==> config.mk <==
export PLATFORM = sky130hd
export DESIGN_NAME = uart_hex_tx
export DESIGN_NICKNAME = d
export VERILOG_FILES = /design/src/rtl/uart_hex_pkg.sv /design/src/rtl/uart_hex_fifo.sv /design/src/rtl/uart_hex_tx.sv
export SDC_FILE = /design/constraint.sdc
export NUM_CORES = 1
export LEC_CHECK = 0
export CAP_MARGIN = 20
export CELL_PAD_IN_SITES_DETAIL_PLACEMENT = 1
export CELL_PAD_IN_SITES_GLOBAL_PLACEMENT = 2
export CORE_ASPECT_RATIO = 2
export CORE_MARGIN = 3
export CORE_UTILIZATION = 25
export DETAILED_ROUTE_END_ITERATION = 10
export PLACE_DENSITY_LB_ADDON = 0.2
export SYNTH_ARGS = -nofsm -noshare
export SYNTH_HDL_FRONTEND = slang
export SYNTH_HIERARCHICAL = 1
export SYNTH_SLANG_ARGS = --single-unit
==> constraint.sdc <==
create_clock -name clk -period 4.25 [get_ports clk]
set_input_delay 0.425 -clock clk [delete_from_list [all_inputs] [get_ports clk]]
set_output_delay 0.425 -clock clk [all_outputs]
set_load 0.02 [all_outputs]
==> src/rtl/uart_hex_pkg.sv <==
// Shared constants, FSM state type and nibble-to-ASCII helper
// for the hex debug printer. Optional macro: HEX_PREFIX_EN.
package uart_hex_pkg;

    localparam logic [7:0] ASC_0     = 8'h30;
    localparam logic [7:0] ASC_A_OFS = 8'h37;
    localparam logic [7:0] ASC_CR    = 8'h0D;
    localparam logic [7:0] ASC_LF    = 8'h0A;
    localparam logic [7:0] ASC_X     = 8'h78;

    typedef enum logic [2:0] {
        ST_IDLE,
`ifdef HEX_PREFIX_EN
        ST_PFX0,
        ST_PFX1,
`endif
        ST_NIB,
        ST_EOL0,
        ST_EOL1
    } state_t;

    function automatic logic [7:0] nib2asc(input logic [3:0] n);
        logic [7:0] base;
        base = (n < 4'd10) ? ASC_0 : ASC_A_OFS;
        return base + {4'h0, n};
    endfunction

endpackage

==> src/rtl/uart_hex_fifo.sv <==
// Single-clock word FIFO feeding the hex printer.
// Push is refused while full, even alongside a pop.
module uart_hex_fifo
    import uart_hex_pkg::*;
#(
    parameter int W     = 32,
    parameter int DEPTH = 16
) (
    input  logic                     clk,
    input  logic                     rst,
    input  logic                     push,
    input  logic [W-1:0]             wdat,
    input  logic                     pop,
    output logic [W-1:0]             rdat,
    output logic                     full,
    output logic                     empty,
    output logic [$clog2(DEPTH):0]   cnt
);

    localparam int AW = $clog2(DEPTH);

    logic [W-1:0]  mem [DEPTH];
    logic [AW-1:0] wptr;
    logic [AW-1:0] rptr;
    logic [AW:0]   cnt_q;
    logic          do_push;
    logic          do_pop;

    assign full    = (cnt_q == (AW+1)'(DEPTH));
    assign empty   = (cnt_q == '0);
    assign do_push = push && !full;
    assign do_pop  = pop && !empty;
    assign rdat    = mem[rptr];
    assign cnt     = cnt_q;

    // storage array, written on accepted pushes
    always_ff @(posedge clk) begin
        if (do_push) begin
            mem[wptr] <= wdat;
        end
    end

    // pointers wrap naturally at DEPTH; count tracks occupancy
    always_ff @(posedge clk or negedge rst) begin
        if (!rst) begin
            wptr  <= '0;
            rptr  <= '0;
            cnt_q <= '0;
        end else begin
            if (do_push) wptr <= wptr + AW'(1);
            if (do_pop)  rptr <= rptr + AW'(1);
            unique case ({do_push, do_pop})
                2'b10:   cnt_q <= cnt_q + (AW+1)'(1);
                2'b01:   cnt_q <= cnt_q - (AW+1)'(1);
                default: cnt_q <= cnt_q;
            endcase
        end
    end

endmodule

==> src/rtl/uart_hex_tx.sv <==
// Prints buffered words as uppercase hex lines into a UART byte port.
// Optional macro: HEX_PREFIX_EN adds a "0x" prefix to every line.
module uart_hex_tx
    import uart_hex_pkg::*;
#(
    parameter int W        = 32,
    parameter int DEPTH    = 16,
    parameter int EOL_MODE = 0
) (
    input  logic                     clk,
    input  logic                     rst,
    input  logic [W-1:0]             in_dat,
    input  logic                     in_val,
    output logic                     in_rdy,
    output logic [7:0]               out_dat,
    output logic                     out_val,
    input  logic                     out_cts,
    output logic [$clog2(DEPTH):0]   fifo_cnt,
    output logic                     busy
);

    localparam int NN = W / 4;
    localparam int CW = $clog2(NN + 1);

    state_t        state;
    state_t        state_n;
    logic [W-1:0]  shift;
    logic [W-1:0]  shift_n;
    logic [CW-1:0] ncnt;
    logic [CW-1:0] ncnt_n;
    logic [7:0]    byte_n;
    logic          pop;
    logic          hs;
    logic [W-1:0]  fifo_dat;
    logic          fifo_full;
    logic          fifo_empty;

    uart_hex_fifo #(
        .W     (W),
        .DEPTH (DEPTH)
    ) u_fifo (
        .clk   (clk),
        .rst   (rst),
        .push  (in_val),
        .wdat  (in_dat),
        .pop   (pop),
        .rdat  (fifo_dat),
        .full  (fifo_full),
        .empty (fifo_empty),
        .cnt   (fifo_cnt)
    );

    assign in_rdy = !fifo_full;
    assign busy   = (state != ST_IDLE);
    assign hs     = out_val && out_cts;

    // next state, shift register and nibble counter
    always_comb begin
        state_n = state;
        shift_n = shift;
        ncnt_n  = ncnt;
        pop     = 1'b0;
        unique case (state)
            ST_IDLE: begin
                if (!fifo_empty) begin
                    pop     = 1'b1;
                    shift_n = fifo_dat;
                    ncnt_n  = CW'(NN);
`ifdef HEX_PREFIX_EN
                    state_n = ST_PFX0;
`else
                    state_n = ST_NIB;
`endif
                end
            end
`ifdef HEX_PREFIX_EN
            ST_PFX0: if (hs) state_n = ST_PFX1;
            ST_PFX1: if (hs) state_n = ST_NIB;
`endif
            ST_NIB: begin
                if (hs) begin
                    shift_n = shift << 4;
                    ncnt_n  = ncnt - CW'(1);
                    if (ncnt == CW'(1)) state_n = ST_EOL0;
                end
            end
            ST_EOL0: begin
                if (hs) state_n = (EOL_MODE == 0) ? ST_EOL1 : ST_IDLE;
            end
            ST_EOL1: if (hs) state_n = ST_IDLE;
            default: state_n = ST_IDLE;
        endcase
    end

    // byte to present once the next state is entered
    always_comb begin
        byte_n = 8'h00;
        unique case (state_n)
`ifdef HEX_PREFIX_EN
            ST_PFX0: byte_n = ASC_0;
            ST_PFX1: byte_n = ASC_X;
`endif
            ST_NIB:  byte_n = nib2asc(shift_n[W-1 -: 4]);
            ST_EOL0: byte_n = (EOL_MODE == 0) ? ASC_CR : ASC_LF;
            ST_EOL1: byte_n = ASC_LF;
            default: byte_n = 8'h00;
        endcase
    end

    // state, datapath and registered output byte
    always_ff @(posedge clk or negedge rst) begin
        if (!rst) begin
            state   <= ST_IDLE;
            shift   <= '0;
            ncnt    <= '0;
            out_val <= 1'b0;
            out_dat <= 8'h00;
        end else begin
            state   <= state_n;
            shift   <= shift_n;
            ncnt    <= ncnt_n;
            out_val <= (state_n != ST_IDLE);
            out_dat <= byte_n;
        end
    end

endmodule

==> results.sh, run 1 <==
export IMPL_status="finished clean"
export IMPL_crit_chain="and2_2, a221oi_1, o21ai_0, nand2_1, mux2_2, o22ai_1, a21oi_2, and2_1, ha_1, inv_1, fa_1, nand2_1, mux2i_1, a311o_1"
export IMPL_avgSynthCellArea_sq_um=18.3
export IMPL_portBuffers=50
export IMPL_maxSlewHeadroom_pct=38.4
export IMPL_synth_seq_area_share_pct=74.5
export IMPL_cts_resized=0
export IMPL_maxCapViolCount=0
export IMPL_fp_dieH_um=432
export IMPL_grt_pass1_vias=12821
export IMPL_overflow=0
export IMPL_ys_types=57
export IMPL_drc=0
export IMPL_critPathMaxFanout=11
export IMPL_synth_top_cell_area_share_pct=67.8
export IMPL_wl_per_cell_um=24.8
export IMPL_drt_total_wl_mm=63.3
export IMPL_syn_inst=1242
export IMPL_place_area_sq_um=24800
export IMPL_stdcell_area_sq_um=26700
export IMPL_area_delta_synth_final_pct=17.7
export IMPL_antenna_found_initial=2
export IMPL_ios=52
export IMPL_die_area_sq_um=94500
export IMPL_place_hpwl_mm=36.7
export IMPL_arrival_ns=4.20
export IMPL_yosys_area_top_type="edfxtp_1"
export IMPL_timing_final_ws_setup_ns=0.535
export IMPL_fmax_ghz=0.269
export IMPL_via_count=11607
export IMPL_ys_flop_type="edfxtp_1"
export IMPL_rows=155
export IMPL_cts_root_buf="clkbuf_16"
export IMPL_gp_congestion=0.696
export IMPL_synth_common_cells="edfxtp_1 (512), mux2i_1 (130), nand2_1 (109)"
export IMPL_post_drt_via_cell_ratio=4.56
export IMPL_syn_area_sq_um=22700
export IMPL_path_clk_slew_ns=0.07
export IMPL_finalHoldViolCount=0
export IMPL_cp_start_kind="flop"
export IMPL_initialDrtViolationCount=727
export IMPL_cellLeakagePower_nw=8.94
export IMPL_max_stage_delay_ns=0.53
export IMPL_grt_max_degree=61
export IMPL_cp_end_kind="flop"
export IMPL_yosysWarnings=6
export IMPL_setup_violations=0
export IMPL_htreeDepth=2
export IMPL_clockBufferDepth=3
export IMPL_reg2reg_depth=14
export IMPL_synth_enable_flop_cells=512
export IMPL_fin_skew_ns=0.0326
export IMPL_power_density_nw_per_um2=667
export IMPL_slowest_stage="dfrtp_2"
export IMPL_slew_viol_final=0
export IMPL_worstHoldPathType="primary input to async pin"
export IMPL_rsz0062_at_grt="no"
export IMPL_synth_area_top_cells="edfxtp_1 (68%), dfrtp_1 (6.6%), mux4_2 (6.2%)"
export IMPL_clkSinkCount=572
export IMPL_drive_above_1_share_pct=16.8
export IMPL_tritoncts="done"
export IMPL_yosysMostFrequentCell="edfxtp_1"
export IMPL_ys_ff_latch=572
export IMPL_r2r_end="out_dat[2]"
export IMPL_tns_ns=0
export IMPL_fin_nets=1374
export IMPL_track_usage_pct=13.4
export IMPL_start_util_pct=25.3
export IMPL_place_ws_ns=0.573
export IMPL_crit_type="flop to flop"
export IMPL_ir_drop_v=0.000329
export IMPL_tightest_slew_ns=0.924
export IMPL_fin_crit_sh_pct=87.4
export IMPL_crit_top_cell="nand2_1"
export IMPL_dr_pass1_iters=5
export IMPL_cts_made_buffers=55
export IMPL_reg2reg_slack_ns=0.54
export IMPL_grt_pass1_wl_mm=91.6
export IMPL_ant_nets=0
export IMPL_fin_crit_ns=3.71
export IMPL_worstPathRequired_ns=4.74
export IMPL_path_delay_family="compound AO/OA/AOI/OAI gates"
export IMPL_async_flop_share_pct=10.5
export IMPL_die_w_um=219
export IMPL_r2r_start="u_fifo/rptr[2]"
export IMPL_design_core_area_sq_um=89600
export IMPL_crit_buf_inv=1
export IMPL_insertion_delay_ns=0.63
[report_power, final]
group	switching [W]	internal [W]	total [W]
Combinational	0.00335	0.00204	0.00539
Clock	0.00222	0.00290	0.00512
Sequential	0.000385	0.00689	0.00728
[worst max-delay path by stage]
stage                   start               end  slack (ns)  depth (start not counted)
2_1_floorplan   u_fifo/cnt[0]  u_fifo/mem[3][0]        0.48                          6
5_1_grt        u_fifo/rptr[2]        out_dat[2]        0.24                         15
6_report       u_fifo/rptr[2]        out_dat[2]        0.54                         14
4_1_cts        u_fifo/rptr[2]        out_dat[2]        0.58                         14
3_5_place_dp   u_fifo/rptr[2]        out_dat[2]        0.57                         14
3_3_place_gp   u_fifo/rptr[0]        out_dat[2]        0.59                         15
[state kept, by name, indices dropped and copies added (netlist names)]
name,cells
ncnt,4
out_dat,7
out_val,1
shift,32
state,3
u_fifo/cnt,5
u_fifo/mem,512
u_fifo/rptr,4
u_fifo/wptr,4
[cell families (layout without fill, tap and decap cells)]
logic type	Yosys count	in the layout	share of synthesized area, %
mux	197	197	12.3
simple gates	166	166	3.31
buf+inv	88	215	2.29
flops	572	572	74.5
other cells	1	3	0.0165
xor+xnor	13	13	0.502
fa+ha+maj	15	15	0.894
compound gates	190	190	6.23
[timing repair]
action,in CTS,in global routing
setup buffers,0,0
hold endpoints to repair,60,0
hold buffers,1,0
[area by class of cell]
class	instances	area, sq um
Fill cell	9170	62900
Sequential cell	572	16900
Multi-Input combinational cell	583	5390
Tap cell	1177	1470
Clock buffer	66	1460
Timing Repair Buffer	94	993
Clock inverter	38	412
Inverter	17	63.8
Antenna cell	1	2.50
[cells in the final DEF (no fill, tap or decap), types with 3 or more instances in the layout]
master / synthesis / final
clkbuf_1: 25 / 8
a22oi_1: 57 / 57
edfxtp_1: 512 / 512
nor2_1: 20 / 8
xnor2_1: 9 / 9
a221oi_1: 64 / 64
a21o_1: 4 / 4
xor2_1: 4 / 4
bufinv_16: 0 / 7
buf_4: 2 / 31
and2_1: 5 / 4
nor2_4: 2 / 14
clkdlybuf4s50_1: 0 / 49
mux2i_1: 130 / 130
clkinv_2: 0 / 9
ha_1: 13 / 13
clkinv_1: 0 / 9
clkbuf_16: 0 / 56
dfrtp_1: 60 / 56
o21ai_0: 45 / 45
inv_6: 0 / 4
inv_1: 17 / 16
nand2_1: 109 / 109
mux4_2: 62 / 62
clkinvlp_4: 0 / 5
a21oi_1: 7 / 7
nor3_2: 0 / 4
clkinv_4: 0 / 3
nand3_1: 4 / 4
nand2b_1: 4 / 4
buf_12: 0 / 13
[layer usage]
metal  up-vias  global-route usage, %  share of wire [%]
li1       5137                      -                  -
met1      6236                   15.2                 38
met2       152                   26.0                 56
met3        80                   1.64                2.8
met4         2                   3.93                2.6
met5         -                      0              0.024
[through the flow]
step           hold slack (ns)  util [%]  power [W]  instances
6_report                 0.466      29.8     0.0178       2548
5_1_grt                  0.498      29.8     0.0187       2547
4_1_cts                  0.484      29.8     0.0182       2547
3_5_place_dp             0.469      27.7     0.0130       2442
3_3_place_gp             0.462      27.7     0.0129       2442
2_1_floorplan            0.129         -     0.0109       1243
No activity file was read; power rests on OpenSTA's default activity.
==> inputs of run 2 (changes only) <==
--- a/config.mk
+++ b/config.mk
@@ -9,9 +9,9 @@
 export CELL_PAD_IN_SITES_DETAIL_PLACEMENT = 1
 export CELL_PAD_IN_SITES_GLOBAL_PLACEMENT = 2
 export CORE_ASPECT_RATIO = 2
-export CORE_MARGIN = 3
 export CORE_UTILIZATION = 25
 export DETAILED_ROUTE_END_ITERATION = 10
+export DONT_BUFFER_PORTS = 1
 export PLACE_DENSITY_LB_ADDON = 0.2
 export SYNTH_ARGS = -nofsm -noshare
 export SYNTH_HDL_FRONTEND = slang
==> results.sh, run 2 (synthesis gave the netlist of run 1 again) <==
export IMPL_path_clk_slew_ns=0.07
export IMPL_tritoncts="done"
export IMPL_overflow=0
export IMPL_fillers=9177
export IMPL_track_usage_pct=14.0
export IMPL_critPathCapture="out_dat[2]"
export IMPL_drive_above_1_share_pct=17.5
export IMPL_maxSlewHeadroom_pct=46.0
export IMPL_power_total_w=0.0178
export IMPL_cts_root_buf="clkbuf_16"
export IMPL_fmax_ghz=0.281
export IMPL_place_ws_ns=0.590
export IMPL_fin_cells=2543
export IMPL_start_util_pct=25.3
export IMPL_crit_chain="buf_4, mux2i_1, a221oi_1, o21ai_0, nand2_1, and2_1, a221o_1, inv_1, nand2_1, and2_1, ha_1, inv_1, fa_1, nor2_1, o21ai_0, mux2i_1, a311o_1"
export IMPL_ir_drop_v=0.000414
export IMPL_drc=0
export IMPL_via_count=11584
export IMPL_rows=155
export IMPL_ant_nets=0
export IMPL_reg_top3="u_fifo/mem (512), shift (32), out_dat (7)"
export IMPL_hold_buffers=34
export IMPL_fp_dieH_um=428
export IMPL_setup_violations=0
export IMPL_gp_congestion=0.716
export IMPL_max_stage_delay_ns=0.61
export IMPL_design_core_area_sq_um=89600
export IMPL_tightest_slew_ns=0.808
export IMPL_die_w_um=215
export IMPL_cp_startpoint="u_fifo/rptr[0]"
export IMPL_ios=52
export IMPL_arrival_ns=4.03
export IMPL_postCtsSetupRepairBufs=0
export IMPL_r2r_start="u_fifo/rptr[0]"
export IMPL_reg2reg_slack_ns=0.69
export IMPL_slew_viol_final=0
export IMPL_clkSinkCount=572
export IMPL_grt_pass1_vias=12885
export IMPL_fin_crit_ns=3.56
export IMPL_cp_depth=17
export IMPL_slowest_stage="dfrtp_4"
export IMPL_status="finished clean"
export IMPL_critPathMaxFanout=15
export IMPL_final_cell_mix="edfxtp_1 (512), mux2i_1 (130), nand2_1 (109)"
export IMPL_reg2reg_depth=17
export IMPL_area_delta_synth_final_pct=17.2
export IMPL_power_density_nw_per_um2=670
export IMPL_fin_skew_ns=0.0278
export IMPL_cp_end_kind="flop"
export IMPL_maxCapViolCount=0
export IMPL_r2r_end="out_dat[2]"
export IMPL_fin_nets=1373
export IMPL_timing_hold_ws_ns=0.293
export IMPL_drt_total_wl_mm=63.8
export IMPL_post_drt_via_cell_ratio=4.56
export IMPL_cp_start_kind="flop"
export IMPL_tns_ns=0
export IMPL_worstHoldPathType="primary input to flop"
export IMPL_cts_resized=0
export IMPL_place_hpwl_mm=39.0
export IMPL_mostFrequentLayoutCell="edfxtp_1"
export IMPL_htreeDepth=2
export IMPL_largest_reg_flops=512
export IMPL_crit_type="flop to flop"
export IMPL_antenna_found_initial=5
export IMPL_cellLeakagePower_nw=8.96
export IMPL_path_delay_family="compound AO/OA/AOI/OAI gates"
export IMPL_fin_crit_sh_pct=83.7
export IMPL_portBuffers=0
export IMPL_grt_pass1_wl_mm=92.8
export IMPL_die_area_sq_um=91900
export IMPL_grt_max_degree=88
export IMPL_initialDrtViolationCount=656
export IMPL_finalHoldViolCount=0
export IMPL_dp_cells=2410
export IMPL_rsz0062_at_grt="no"
export IMPL_hp_start="in_val"
export IMPL_crit_buf_inv=3
export IMPL_dr_pass1_iters=4
export IMPL_regMostFlops="u_fifo/mem"
export IMPL_cts_made_buffers=53
export IMPL_hold_path_cell_count=2
export IMPL_timing_final_ws_setup_ns=0.694
export IMPL_insertion_delay_ns=0.62
export IMPL_clockBufferDepth=3
export IMPL_wl_per_cell_um=25.1
export IMPL_worstPathRequired_ns=4.73
run 2: cell types whose count changed in the layout (fill, tap and decap cells not counted), sizes merged:
| cell | previous run | this run |
|---|---|---|
| inv | 21 | 20 |
| clkinv | 22 | 13 |
| diode | 1 | 3 |
| clkdlybuf4s50 | 49 | 0 |
| buf | 44 | 62 |
| dlygate4sd3 | 1 | 33 |
| bufinv | 7 | 10 |
| clkinvlp | 5 | 4 |
run 2: worst register-to-register path, cell delays in order (launching register included):
cell and delay [ns]:
dfrtp_4 0.61, buf_4 0.25, mux2i_1 0.22, a221oi_1 0.12, o21ai_0 0.20, nand2_1 0.08, and2_1 0.14, a221o_1 0.28
inv_1 0.15, nand2_1 0.07, and2_1 0.19, ha_1 0.20, inv_1 0.08, fa_1 0.26, nor2_1 0.06, o21ai_0 0.09
mux2i_1 0.09, a311o_1 0.32
run 2: how the worst min path moves through the flow:
stage,end,slack (ns)
floorplan,ncnt[0],0.13
global placement,u_fifo/cnt[2],0.13
detailed placement,u_fifo/cnt[2],0.13
CTS,u_fifo/wptr[0],0.26
global route,shift[31],0.28
finish,u_fifo/wptr[0],0.29
run 2: power by group:
| group | switching (W) | internal (W) |
|---|---|---|
| clock network | 0.00218 | 0.00296 |
| logic | 0.00334 | 0.00202 |
| registers | 0.000419 | 0.00689 |
| total | 0.00593 | 0.0119 |
run 2: metal layers:
metal  global-route usage, %  routed length [um]
met2                    27.8               36600
met4                    5.18                2060
met5                       0                  27
met3                    1.89                1650
met1                    14.7               23500
run 2: cell type report:
cell class,instances,area [sq um],area share [%]
sequential,572,16900,63.6
multi-input combinational,583,5390,20.3
tap,1177,1470,5.54
clock buffer,66,1400,5.26
timing repair buffer,95,903,3.40
clock inverter,30,439,1.65
inverter,17,63.8,0.240
antenna,3,7.51,0.0283
run 2: through the flow:
| step | cell area [sq um] | util [%] |
|---|---|---|
| floorplan | 22700 | - |
| global placement | 24400 | 27.2 |
| detailed placement | 24400 | 27.2 |
| CTS | 26600 | 29.6 |
| global route | 26600 | 29.6 |
| finish | 26600 | 29.6 |
